[config.mk]
export PLATFORM = sky130hd
export DESIGN_NAME = spi_ram_frame_ctrl
export DESIGN_NICKNAME = d
export VERILOG_FILES = /design/src/rtl/spi_ram_pkg.sv /design/src/rtl/spi_ram_frame_ctrl.sv
export SDC_FILE = /design/constraint.sdc
export NUM_CORES = 1
export LEC_CHECK = 0
export ABC_AREA = 1
export BUFFER_PORTS_ARGS = -buffer_cell sky130_fd_sc_hd__buf_2
export CAP_MARGIN = 15
export CORE_MARGIN = 2
export CORE_UTILIZATION = 40
export CTS_CLUSTER_DIAMETER = 30
export DETAILED_ROUTE_END_ITERATION = 8
export PLACE_DENSITY = 0.75
export SKIP_CTS_REPAIR_TIMING = 1
export SLEW_MARGIN = 20
export SYNTH_ARGS = -nofsm -noshare
export SYNTH_HDL_FRONTEND = slang
export SYNTH_SLANG_ARGS = --single-unit
[constraint.sdc]
create_clock -name clk -period 3.8 [get_ports clk]
set_input_delay 0.38 -clock clk [delete_from_list [all_inputs] [get_ports clk]]
set_output_delay 0.38 -clock clk [all_outputs]
set_load 0.05 [all_outputs]
[src/rtl/spi_ram_pkg.sv]
// ----------------------------------------------------------------------------
// spi_ram_pkg
// Shared definitions for the SPI frame RAM controller and its SPI shifter:
//   - default geometry of the frame RAM (32 words x 24 bits)
//   - CRC-8 polynomial used by the shifter to produce rx_crc_ok
//   - controller FSM state encoding
// ----------------------------------------------------------------------------
package spi_ram_pkg;

    localparam int DEF_ADDR_W = 5;
    localparam int DEF_DATA_W = 24;
    localparam int DEF_DEPTH  = 32;

    // x^8 + x^4 + x^3 + x^2 + 1, evaluated by the shifter, not by the controller
    localparam logic [7:0] CRC_POLY = 8'h1D;

    typedef enum logic [2:0] {
        ST_PREFETCH   = 3'd0,
        ST_RD_WAIT    = 3'd1,
        ST_READY      = 3'd2,
        ST_WRBACK     = 3'd3,
        ST_HOST_ISSUE = 3'd4,
        ST_HOST_WAIT  = 3'd5
    } state_t;

endpackage : spi_ram_pkg

[src/rtl/spi_ram_frame_ctrl.sv]
// ----------------------------------------------------------------------------
// spi_ram_frame_ctrl
// Sequences a single-port synchronous frame RAM shared between an SPI slave
// shifter and a host register port. The word the next SPI frame transmits is
// prefetched into tx_data; a received word is written back only when its
// CRC-8 check passes, after which the wrapping frame pointer advances. Host
// accesses are granted only while no SPI frame is in flight.
//
// Ports
//   clk, rst            system clock, synchronous active-high reset
//   frame_start/done    synchronised 1-cycle frame events from the SCK domain
//   rx_data, rx_crc_ok  received word and its CRC verdict (with frame_done)
//   tx_data, tx_valid   word for the shifter; valid when it holds RAM[ptr]
//   frame_ptr           current frame address
//   underrun            sticky: a frame started while tx_valid was low
//   host_*              request/ack host port (req held until ack)
//   ram_*               RAM strobes/address/data; ram_rdata one cycle after
//                       a cs&oe cycle
//   crc_err_cnt         saturating CRC-failure count (optional, see below)
//
// Build option
//   SPI_RAM_FRAME_CTRL_ERRCNT_EN  adds crc_err_cnt[7:0]
// ----------------------------------------------------------------------------
module spi_ram_frame_ctrl
    import spi_ram_pkg::*;
#(
    parameter int ADDR_W = DEF_ADDR_W,
    parameter int DATA_W = DEF_DATA_W,
    parameter int DEPTH  = DEF_DEPTH
) (
    input  logic              clk,
    input  logic              rst,
    input  logic              frame_start,
    input  logic              frame_done,
    input  logic [DATA_W-1:0] rx_data,
    input  logic              rx_crc_ok,
    output logic [DATA_W-1:0] tx_data,
    output logic              tx_valid,
    output logic [ADDR_W-1:0] frame_ptr,
    output logic              underrun,
    input  logic              host_req,
    input  logic              host_we,
    input  logic [ADDR_W-1:0] host_addr,
    input  logic [DATA_W-1:0] host_wdata,
    output logic [DATA_W-1:0] host_rdata,
    output logic              host_ack,
    output logic              ram_cs,
    output logic              ram_we,
    output logic              ram_oe,
    output logic [ADDR_W-1:0] ram_addr,
    output logic [DATA_W-1:0] ram_wdata,
    input  logic [DATA_W-1:0] ram_rdata
`ifdef SPI_RAM_FRAME_CTRL_ERRCNT_EN
    ,
    output logic [7:0]        crc_err_cnt
`endif
);

    state_t              state_q, state_d;
    logic [ADDR_W-1:0]   ptr_q, ptr_d;
    logic [DATA_W-1:0]   tx_data_q, tx_data_d;
    logic                tx_valid_q, tx_valid_d;
    logic                busy_q, busy_d;
    logic                underrun_q, underrun_d;
    logic                pend_q, pend_d;
    logic [DATA_W-1:0]   pend_data_q, pend_data_d;
    logic                pend_crc_q, pend_crc_d;
    logic [DATA_W-1:0]   host_rdata_q, host_rdata_d;
    logic                host_ack_q, host_ack_d;
`ifdef SPI_RAM_FRAME_CTRL_ERRCNT_EN
    logic [7:0]          err_cnt_q, err_cnt_d;
`endif

    logic                done_v;
    logic                done_any;
    logic                crc_any;
    logic [ADDR_W-1:0]   ptr_next;

    // A frame_done outside an active frame is spurious and ignored.
    assign done_v   = frame_done && busy_q;
    // A live completion carries its own verdict; otherwise use the latched one.
    assign done_any = done_v || pend_q;
    assign crc_any  = done_v ? rx_crc_ok : pend_crc_q;
    assign ptr_next = (ptr_q == ADDR_W'(DEPTH - 1)) ? '0 : ptr_q + 1'b1;

    always_comb begin
        // NOTE: every variable assigned here gets a default first, so no path
        // leaves one unassigned and no latch is inferred.
        state_d      = state_q;
        ptr_d        = ptr_q;
        tx_data_d    = tx_data_q;
        tx_valid_d   = tx_valid_q;
        busy_d       = busy_q;
        underrun_d   = underrun_q;
        pend_d       = pend_q;
        pend_data_d  = pend_data_q;
        pend_crc_d   = pend_crc_q;
        host_rdata_d = host_rdata_q;
        host_ack_d   = 1'b0;
        ram_cs       = 1'b0;
        ram_we       = 1'b0;
        ram_oe       = 1'b0;
        ram_addr     = '0;
        ram_wdata    = '0;

        // Frame tracking runs in every state; the received word is always
        // captured so WRBACK writes it regardless of when it arrived.
        if (done_v) begin
            busy_d      = 1'b0;
            pend_data_d = rx_data;
            pend_crc_d  = rx_crc_ok;
        end
        if (frame_start) begin
            busy_d = 1'b1;
            if (!tx_valid_q) begin
                underrun_d = 1'b1;
            end
        end

        unique case (state_q)
            ST_PREFETCH: begin
                ram_cs     = 1'b1;
                ram_oe     = 1'b1;
                ram_addr   = ptr_q;
                tx_valid_d = 1'b0;
                state_d    = ST_RD_WAIT;
            end
            ST_RD_WAIT: begin
                tx_data_d  = ram_rdata;
                tx_valid_d = 1'b1;
                state_d    = ST_READY;
            end
            ST_READY: begin
                if (done_any) begin
                    // A failed CRC stays here: same ptr, same tx_data, so the
                    // shifter retransmits the word on the next frame.
                    pend_d = 1'b0;
                    if (crc_any) begin
                        state_d = ST_WRBACK;
                    end
                end else if (host_req && !busy_q && !frame_start && !host_ack_q) begin
                    // host_ack_q blocks re-granting a request still held high
                    // in the cycle its acknowledge is visible.
                    state_d = ST_HOST_ISSUE;
                end
            end
            ST_WRBACK: begin
                ram_cs     = 1'b1;
                ram_we     = 1'b1;
                ram_addr   = ptr_q;
                ram_wdata  = pend_data_q;
                ptr_d      = ptr_next;
                tx_valid_d = 1'b0;
                state_d    = ST_PREFETCH;
            end
            ST_HOST_ISSUE: begin
                ram_cs   = 1'b1;
                ram_addr = host_addr;
                if (host_we) begin
                    ram_we     = 1'b1;
                    ram_wdata  = host_wdata;
                    host_ack_d = 1'b1;
                    if (host_addr == ptr_q) begin
                        // The prefetched word was overwritten: fetch it again.
                        tx_valid_d = 1'b0;
                        state_d    = ST_PREFETCH;
                    end else begin
                        state_d = ST_READY;
                    end
                end else begin
                    ram_oe  = 1'b1;
                    state_d = ST_HOST_WAIT;
                end
            end
            ST_HOST_WAIT: begin
                host_rdata_d = ram_rdata;
                host_ack_d   = 1'b1;
                state_d      = ST_READY;
            end
            default: begin
                state_d = ST_PREFETCH;
            end
        endcase

        // Completions outside READY are remembered until READY is re-entered.
        if (done_v && (state_q != ST_READY)) begin
            pend_d = 1'b1;
        end

        // Keep the RAM idle while reset is held, even though the state
        // register already sits in PREFETCH.
        if (rst) begin
            ram_cs    = 1'b0;
            ram_we    = 1'b0;
            ram_oe    = 1'b0;
            ram_addr  = '0;
            ram_wdata = '0;
        end
    end

`ifdef SPI_RAM_FRAME_CTRL_ERRCNT_EN
    always_comb begin
        err_cnt_d = err_cnt_q;
        if (done_v && !rx_crc_ok && (err_cnt_q != 8'hFF)) begin
            err_cnt_d = err_cnt_q + 8'd1;
        end
    end
`endif

    // NOTE: state registers use non-blocking assignments so every flop
    // samples the pre-edge value of every other flop.
    always_ff @(posedge clk) begin
        if (rst) begin
            state_q      <= ST_PREFETCH;
            ptr_q        <= '0;
            tx_data_q    <= '0;
            tx_valid_q   <= 1'b0;
            busy_q       <= 1'b0;
            underrun_q   <= 1'b0;
            pend_q       <= 1'b0;
            pend_data_q  <= '0;
            pend_crc_q   <= 1'b0;
            host_rdata_q <= '0;
            host_ack_q   <= 1'b0;
`ifdef SPI_RAM_FRAME_CTRL_ERRCNT_EN
            err_cnt_q    <= '0;
`endif
        end else begin
            state_q      <= state_d;
            ptr_q        <= ptr_d;
            tx_data_q    <= tx_data_d;
            tx_valid_q   <= tx_valid_d;
            busy_q       <= busy_d;
            underrun_q   <= underrun_d;
            pend_q       <= pend_d;
            pend_data_q  <= pend_data_d;
            pend_crc_q   <= pend_crc_d;
            host_rdata_q <= host_rdata_d;
            host_ack_q   <= host_ack_d;
`ifdef SPI_RAM_FRAME_CTRL_ERRCNT_EN
            err_cnt_q    <= err_cnt_d;
`endif
        end
    end

    assign tx_data    = tx_data_q;
    assign tx_valid   = tx_valid_q;
    assign frame_ptr  = ptr_q;
    assign underrun   = underrun_q;
    assign host_rdata = host_rdata_q;
    assign host_ack   = host_ack_q;
`ifdef SPI_RAM_FRAME_CTRL_ERRCNT_EN
    assign crc_err_cnt = err_cnt_q;
`endif

endmodule : spi_ram_frame_ctrl

Word level (Yosys, flattened, before mapping)

Cells that the tools add are included.
Widths: inputs -> output; s select.

Register bits: 86
Output and inout port bits: 88
Logic and storage cells: 76
Input port bits: 84

Mux-type cells: 30
Add/subtract/negate cells: 1
Bitwise logic cells: 1
Equality and inequality tests: 12
Reductions and logical operators: 21

Operators by type and width:

| cell                | number |
|---|---|
| $mux 24             | 2 |
| $pmux 24 s2         | 1 |
| $mux 1              | 14 |
| $mux 3              | 4 |
| $pmux 3 s4          | 1 |
| $mux 5              | 2 |
| $pmux 5 s2          | 1 |
| $eq 3x2->1 const B  | 2 |
| $eq 3x3->1 const B  | 2 |
| $ne 3x3->1 const B  | 2 |
| $pmux 1 s2          | 3 |
| $reduce_and 2->1    | 3 |
| $reduce_bool 2->1   | 3 |
| $add 5x1->5 const B | 1 |
| $eq 5x5->1          | 1 |
| $eq 5x5->1 const B  | 1 |
| $logic_and 1x1->1   | 5 |
| $ne 2x2->1 const B  | 2 |
| $reduce_or 2->1     | 2 |
| $eq 3x1->1 const B  | 1 |
| $logic_not 1->1     | 3 |
| $logic_not 3->1     | 1 |
| $ne 3x2->1 const B  | 1 |
| $pmux 1 s3          | 1 |
| other kinds (6)     | 6 |

Longest topological paths before layout

Gate-level depths: netlist of the first run.

Word-level depth: 7
Mapped depth: 9

Worst setup path after synthesis of the first run

OpenSTA, ideal clock, no wires.

Path type: register to output
Start: register state_q[2]
End: output port ram_wdata[14]
Stages on the path, launching flop included: 8
Setup slack: 1.640 ns
Buffers on the path: 2
Arrival: 1.780 ns
Path through: dfxtp_1 inv_2 buf_6 nand3_4 inv_4 buf_2 nand2_1 a21oi_1

Longest elaborated chain between the ends: 3
Elaborated cells between the ends (all ways): 4

Ends and longest elaborated chain:

| what                                            | RTL line                  | source |
|---|---|---|
| start: declaration                              | spi_ram_frame_ctrl.sv:59  | `state_t state_q, state_d;` |
| start signal: assignment                        | spi_ram_frame_ctrl.sv:229 | `state_q <= state_d;` |
| $eq 3x3->1 / $eq 3x2->1 (equally long branches) | spi_ram_frame_ctrl.sv:120 | `unique case (state_q)` |
| $pmux 24 s2 *                                   | spi_ram_frame_ctrl.sv:120 |  |
| $mux 24 *                                       | spi_ram_frame_ctrl.sv:192 | `if (rst) begin` |
| end: declaration                                | spi_ram_frame_ctrl.sv:51  | `output logic [DATA_W-1:0] ram_wdata,` |

Mark *: on every way between the ends. The rest lies on a longest branch, timed or not.

Worst setup path in the final report of the first run

Start: register state_q[2]
End: output port ram_wdata[18]

Same word-level chain as after synthesis.

==> qor.yml, run 1 <==
cp-end-kind: "output port"
die_area_um2: 10000
worst_slew_pin_slew_ns: 0.800
async_flop_share_pct: 0
swShare_pct: 43.3
synth_nets: 615
ioPinCount: 172
die_height_um: 100
final_util_pct: 52.5
clock-sinks: 86
post_synth_xor_area_fraction_pct: 0.473
share_comb_of_total_power_pct: 38.8
critPathRequiredTime_ns: 3.42
grt_max_degree: 63
syn_area_um2: 3700
nFillCells: 894
p_clk_share_pct: 22.7
clockRootBuffer: "clkbuf_8"
crit_chain: "inv_2 > nor2_4 > nand2_4 > clkinv_2 > nand2_1 > a21oi_1 > buf_2"
max_freq_mhz: 380
place_hpwl_um: 7440
yosys.area.top_type: "dfxtp_1"
insertion_delay_ns: 0.33
path_delay_family: "buffers and inverters"
routed_wl_um: 10400
r2r-end: "state_q[1]$_SDFFE_PP0P_"
synth.top_cell.area_share_pct: 46.5
finalSetupViolations: 0
place_congestion: 0.813
yosys-top-cells-area: "dfxtp_1 46%, nor2_1 12%, nand2_1 11%, a21oi_1 8.1%, o21ai_0 7.3%"
synth-adder-area-share_pct: 0.675
whs_endpoint: "busy_q$_SDFFE_PP0P_"
drt_iter0_drc: 120
hold-worst-slack_ns: 0.286
ys_seq_elements: 86
r2r_setup_slack_ns: 1.75
crit_path_start_kind: "flip-flop"
rr_startpoint: "busy_q$_SDFFE_PP0P_"
setup_tns_ns: 0
vias: 3950
wl_per_cell_um: 13.0
detail-route-antenna-nets: 0
synth_compound_area_share_pct: 16.3
cap_violations: 0
r2r_cells: 8
cts_buffers: 9
worstSetupPathType: "flip-flop to output port"
min_period_over_period_pct: 69.3
power_w: 0.00292
min_path_type: "primary input to flip-flop"
grt_usage_pct: 19.5
synthFlopType: "dfxtp_1"
io_buffers: 171
yosysUniqueCellTypes: 26
p_per_area_nw_per_um2: 610
status: "completed"
drv_slew: 0
yosys.area_share.simple_pct: 29.4
core_area_um2: 9110
min_from: "frame_start"
hold_viol: 0
synth-edff-count: 0
multi_input_area_um2: 1740
vias_per_cell: 4.94
grt_pass1_wl_um: 16000
netlist_top_cells_count: "115 x nor2_1, 110 x nand2_1, 86 x dfxtp_1"
antenna_found_initial: 1
yosysWarnings: 0
rsz0062_at_grt: "no"
cts.path.max_buffers: 2
synth.most_common_cell: "nor2_1"
path_clk_slew_ns: 0.08
drc: 0
power_leakage_nw: 2.22
grt_pass1_vias: 3570
cts_tree: "done"
grt_overflow: 0
rows: 35
fin_nets: 769
clock_skew_ns: 0.00873
muxShareOfSynthArea_pct: 0
seq_area_um2: 1720
synth_top_family_by_area: "simple AND/OR/NAND/NOR gates"
pre_cts_slack_ns: 1.53
relSlewSlack_pct: 46.5
drive_above_1_share_pct: 29.8
arrival_ns: 2.25
drt_pass1_iterations: 4
path_buf_inv: 3
setup_slack_ns: 1.17
intPower_w: 0.00165
die_x_um: 100
crit_slowest_cell: "dfxtp_1"
ctsHtreeMaxLevel: 3
holdPathStages: 3
ir_drop_mv: 0.323
path_max_fanout: 29
area_growth_pct: 29.0
seqPwrFrac_pct: 38.5
syn_area_per_cell_um2: 7.00
insertedDiodeCount: 0
cp_slowest_stage_delay_ns: 0.40
syn_inst: 529
initial_core_util_pct: 40.7
timing.final.crit_period_ns: 2.63
yosysSeqAreaShare_pct: 46.5
p_sw_w: 0.00126
-- cell families (layout without fill, tap and decap cells) --
family,Yosys count,after routing
AO/OA/AOI/OAI,118,118
XOR/XNOR,2,2
adder cells (fa/ha/maj),2,2
buffers and inverters,55,214
flip-flops,86,86
AND/OR/NAND/NOR,266,266
-- state kept, by name, summed over array words and instances, names as in the netlist --
| name | cells |
|---|---|
| tx_data | 24 |
| tx_valid | 1 |
| pend_q | 1 |
| state_q | 3 |
| frame_ptr | 5 |
| host_rdata | 24 |
| busy_q | 1 |
| host_ack | 1 |
| pend_data_q | 24 |
| underrun | 1 |
| pend_crc_q | 1 |
-- through the flow --
step / instances / instance area, um^2
final: 799 / 4780
after global routing: 799 / 4780
after CTS: 799 / 4780
after detailed placement: 783 / 4570
after global placement: 783 / 4570
after floorplan: 529 / 3700
-- power by group through the flow --
stage | combinational [W] | clock, W | sequential [W]
2_1_floorplan | 0.000531 | 0 | 0.00147
3_3_place_gp | 0.00112 | 0 | 0.00113
3_5_place_dp | 0.00114 | 0 | 0.00114
4_1_cts | 0.00114 | 0.000678 | 0.00112
5_1_grt | 0.00123 | 0.000712 | 0.00114
6_report | 0.00113 | 0.000663 | 0.00112
-- layer usage --
metal | vias up | global-route usage [%] | part of all wire, %
li1 | 2013 | - | -
met1 | 1762 | 22.7 | 43
met2 | 165 | 34.8 | 47
met3 | 8 | 5.71 | 9.3
met4 | 2 | 5.37 | 0.69
met5 | - | 0 | 0.15
-- worst register-to-register path, cell delays in order (launching register included) --
cell and delay (ns):
dfxtp_1 0.36, nand2_1 0.46, inv_2 0.55, nand2_1 0.13
nand2_1 0.11, o21ai_2 0.08, nand3b_1 0.16, nand2_1 0.06
inv_1 0.05
-- layout by cell type (no fill, tap or decap), types with 5 or more instances in the layout --
cell type / netlist / routed
inv_1: 17 / 17
nor2_1: 115 / 115
a21oi_1: 60 / 60
o21ai_0: 54 / 54
nand2_1: 110 / 110
clkbuf_8: 0 / 11
inv_2: 5 / 5
dfxtp_1: 86 / 86
nand3_1: 29 / 29
buf_2: 6 / 171
-- final cells by class --
cell class                      count  share of cell area [%]
Inverter                           24                    1.96
Timing Repair Buffer              174                    18.4
Sequential cell                    86                    36.0
Multi-Input combinational cell    388                    36.3
Tap cell                          111                    2.91
Clock buffer                       12                    3.25
Clock inverter                      4                    1.15
-- worst max-delay path by stage --
stage	cells after the start	to	start	slack, ns
final	7	ram_wdata[18]	state_q[2]$_SDFFE_PP0P_	1.17
after global placement	6	ram_wdata[18]	state_q[2]$_SDFFE_PP0P_	1.58
after floorplan	7	ram_wdata[14]	state_q[2]$_SDFFE_PP0P_	1.64
after detailed placement	7	ram_wdata[18]	state_q[2]$_SDFFE_PP0P_	1.53
after global routing	6	ram_addr[3]	state_q[2]$_SDFFE_PP0P_	0.95
after CTS	7	ram_wdata[18]	state_q[2]$_SDFFE_PP0P_	1.14
Power figures use the tool's default switching activity.
==> run 2: changes to the inputs <==
Settings changed: PLACE_DENSITY 0.75 to 0.78.
Clock period 3.8 ns to 2.36 ns, I/O delays scaled along.
==> run 2 against run 1 <==
Net effect:
- first-iteration DRC count down 1.7%
- final cell count up 0.63%
- flip-flop and latch count unchanged
- final area up 1.1%
- die area unchanged
- core utilization up 0.58 points
- hold slack worse by 0.15 ns
- sequential power up 61%
- power up 63%
- largest power group unchanged
==> qor.yml, run 2 (synthesis results as in run 1) <==
hold_viol: 0
place_area_um2: 4610
drt_pass1_iterations: 4
drc: 0
drv_slew: 0
setup_tns_ns: 0
area_growth_pct: 30.4
min_from: "frame_start"
path_clk_slew_ns: 0.09
max_freq_mhz: 468
die_height_um: 100
ir_drop_mv: 0.505
cts.path.max_buffers: 2
use_met2_pct: 36.8
grt_pass1_wl_um: 17100
timing.final.crit_period_ns: 2.14
cap_violations: 0
layout_common_cells: "171 x buf_2, 115 x nor2_1, 110 x nand2_1"
crit_path_start_kind: "flip-flop"
initial_core_util_pct: 40.7
cts_tree: "done"
core_area_um2: 9110
clockRootBuffer: "clkbuf_8"
p_per_area_nw_per_um2: 985
vias: 4011
die_area_um2: 10000
final_area_um2: 4830
relSlewSlack_pct: 56.4
detail-route-antenna-nets: 0
arrival_ns: 1.90
io_buffers: 171
layout_commonest_cell: "buf_2"
top_usage_layer: "met2"
drive_above_1_share_pct: 30.2
wl_per_cell_um: 13.3
grt_overflow: 0
nFillCells: 931
die_x_um: 100
ctsHtreeMaxLevel: 3
hold-worst-slack_ns: 0.140
insertion_delay_ns: 0.34
rr_startpoint: "state_q[2]$_SDFFE_PP0P_"
grtUsageMet1_pct: 24.0
place_congestion: 0.856
drt_iter0_drc: 118
min_path_type: "primary input to flip-flop"
cts_buffers: 9
grt_usage_pct: 21.1
rsz0062_at_grt: "no"
power_leakage_nw: 2.26
ioPinCount: 172
path_max_fanout: 25
vias_per_cell: 4.99
finalSetupViolations: 0
cp-end-kind: "output port"
critPathRequiredTime_ns: 2.12
place_hpwl_um: 7770
grt_pass1_vias: 3787
clock-sinks: 86
min_period_over_period_pct: 90.6
antenna_found_initial: 1
fin_nets: 775
status: "completed"
startpoint: "state_q[0]$_SDFFE_PP0P_"
power_w: 0.00476
worst_slew_pin_slew_ns: 0.653
clock_skew_ns: 0.0122
rows: 35
grt_max_degree: 36
routed_wl_um: 10700
worstSetupPathType: "flip-flop to output port"
use_met3_pct: 6.41
run 2: stage by stage:
stage	utilization, %	instances	worst slack (ns)
floorplan	-	529	0.344
global placement	50.6	787	0.500
detailed placement	50.6	787	0.443
CTS	52.8	801	0.0397
global route	53.0	803	0.0947
finish	53.0	804	0.223
run 2: final cells by class:
cell class,instances,area (um^2),share of cell area [%]
diodes,1,2.50,0.0518
clock buffers,10,128,2.64
clock inverters,4,73.8,1.53
inverters,24,95.1,1.97
multi-input cells,388,1740,35.9
flip-flops and latches,86,1720,35.6
well taps,111,139,2.87
repair buffers,180,936,19.4
run 2: final timing paths:
path / to / slack [ns] / depth (start not counted)
setup / recovery: ram_wdata[2] / 0.22 / 8
hold reg to reg: tx_data[16]$_SDFFE_PP0N_ / 0.46 / 2
setup reg to reg: state_q[1]$_SDFFE_PP0P_ / 0.74 / 9
hold / removal: busy_q$_SDFFE_PP0P_ / 0.14 / 3
run 2: power by group:
| group | leakage [nW] | internal (W) | switching, W |
|---|---|---|---|
| sequential | 0.701 | 0.00166 | 0.000141 |
| clock | 0.102 | 0.000586 | 0.000501 |
| combinational | 1.45 | 0.000473 | 0.00140 |
run 2: worst max-delay path, stage by stage (launching register included):
cell and delay (ns):
dfxtp_1 0.35, inv_2 0.11, nand2_2 0.10, nor2_4 0.17
nand2_4 0.08, inv_4 0.21, nand2_1 0.10, a21oi_1 0.15
buf_2 0.28
run 2: routing by layer:
layer | vias to the layer above | routed length, um
met5 | - | 0
met4 | 0 | 179
met3 | 17 | 944
met2 | 160 | 5130
met1 | 1816 | 4440
li1 | 2018 | -
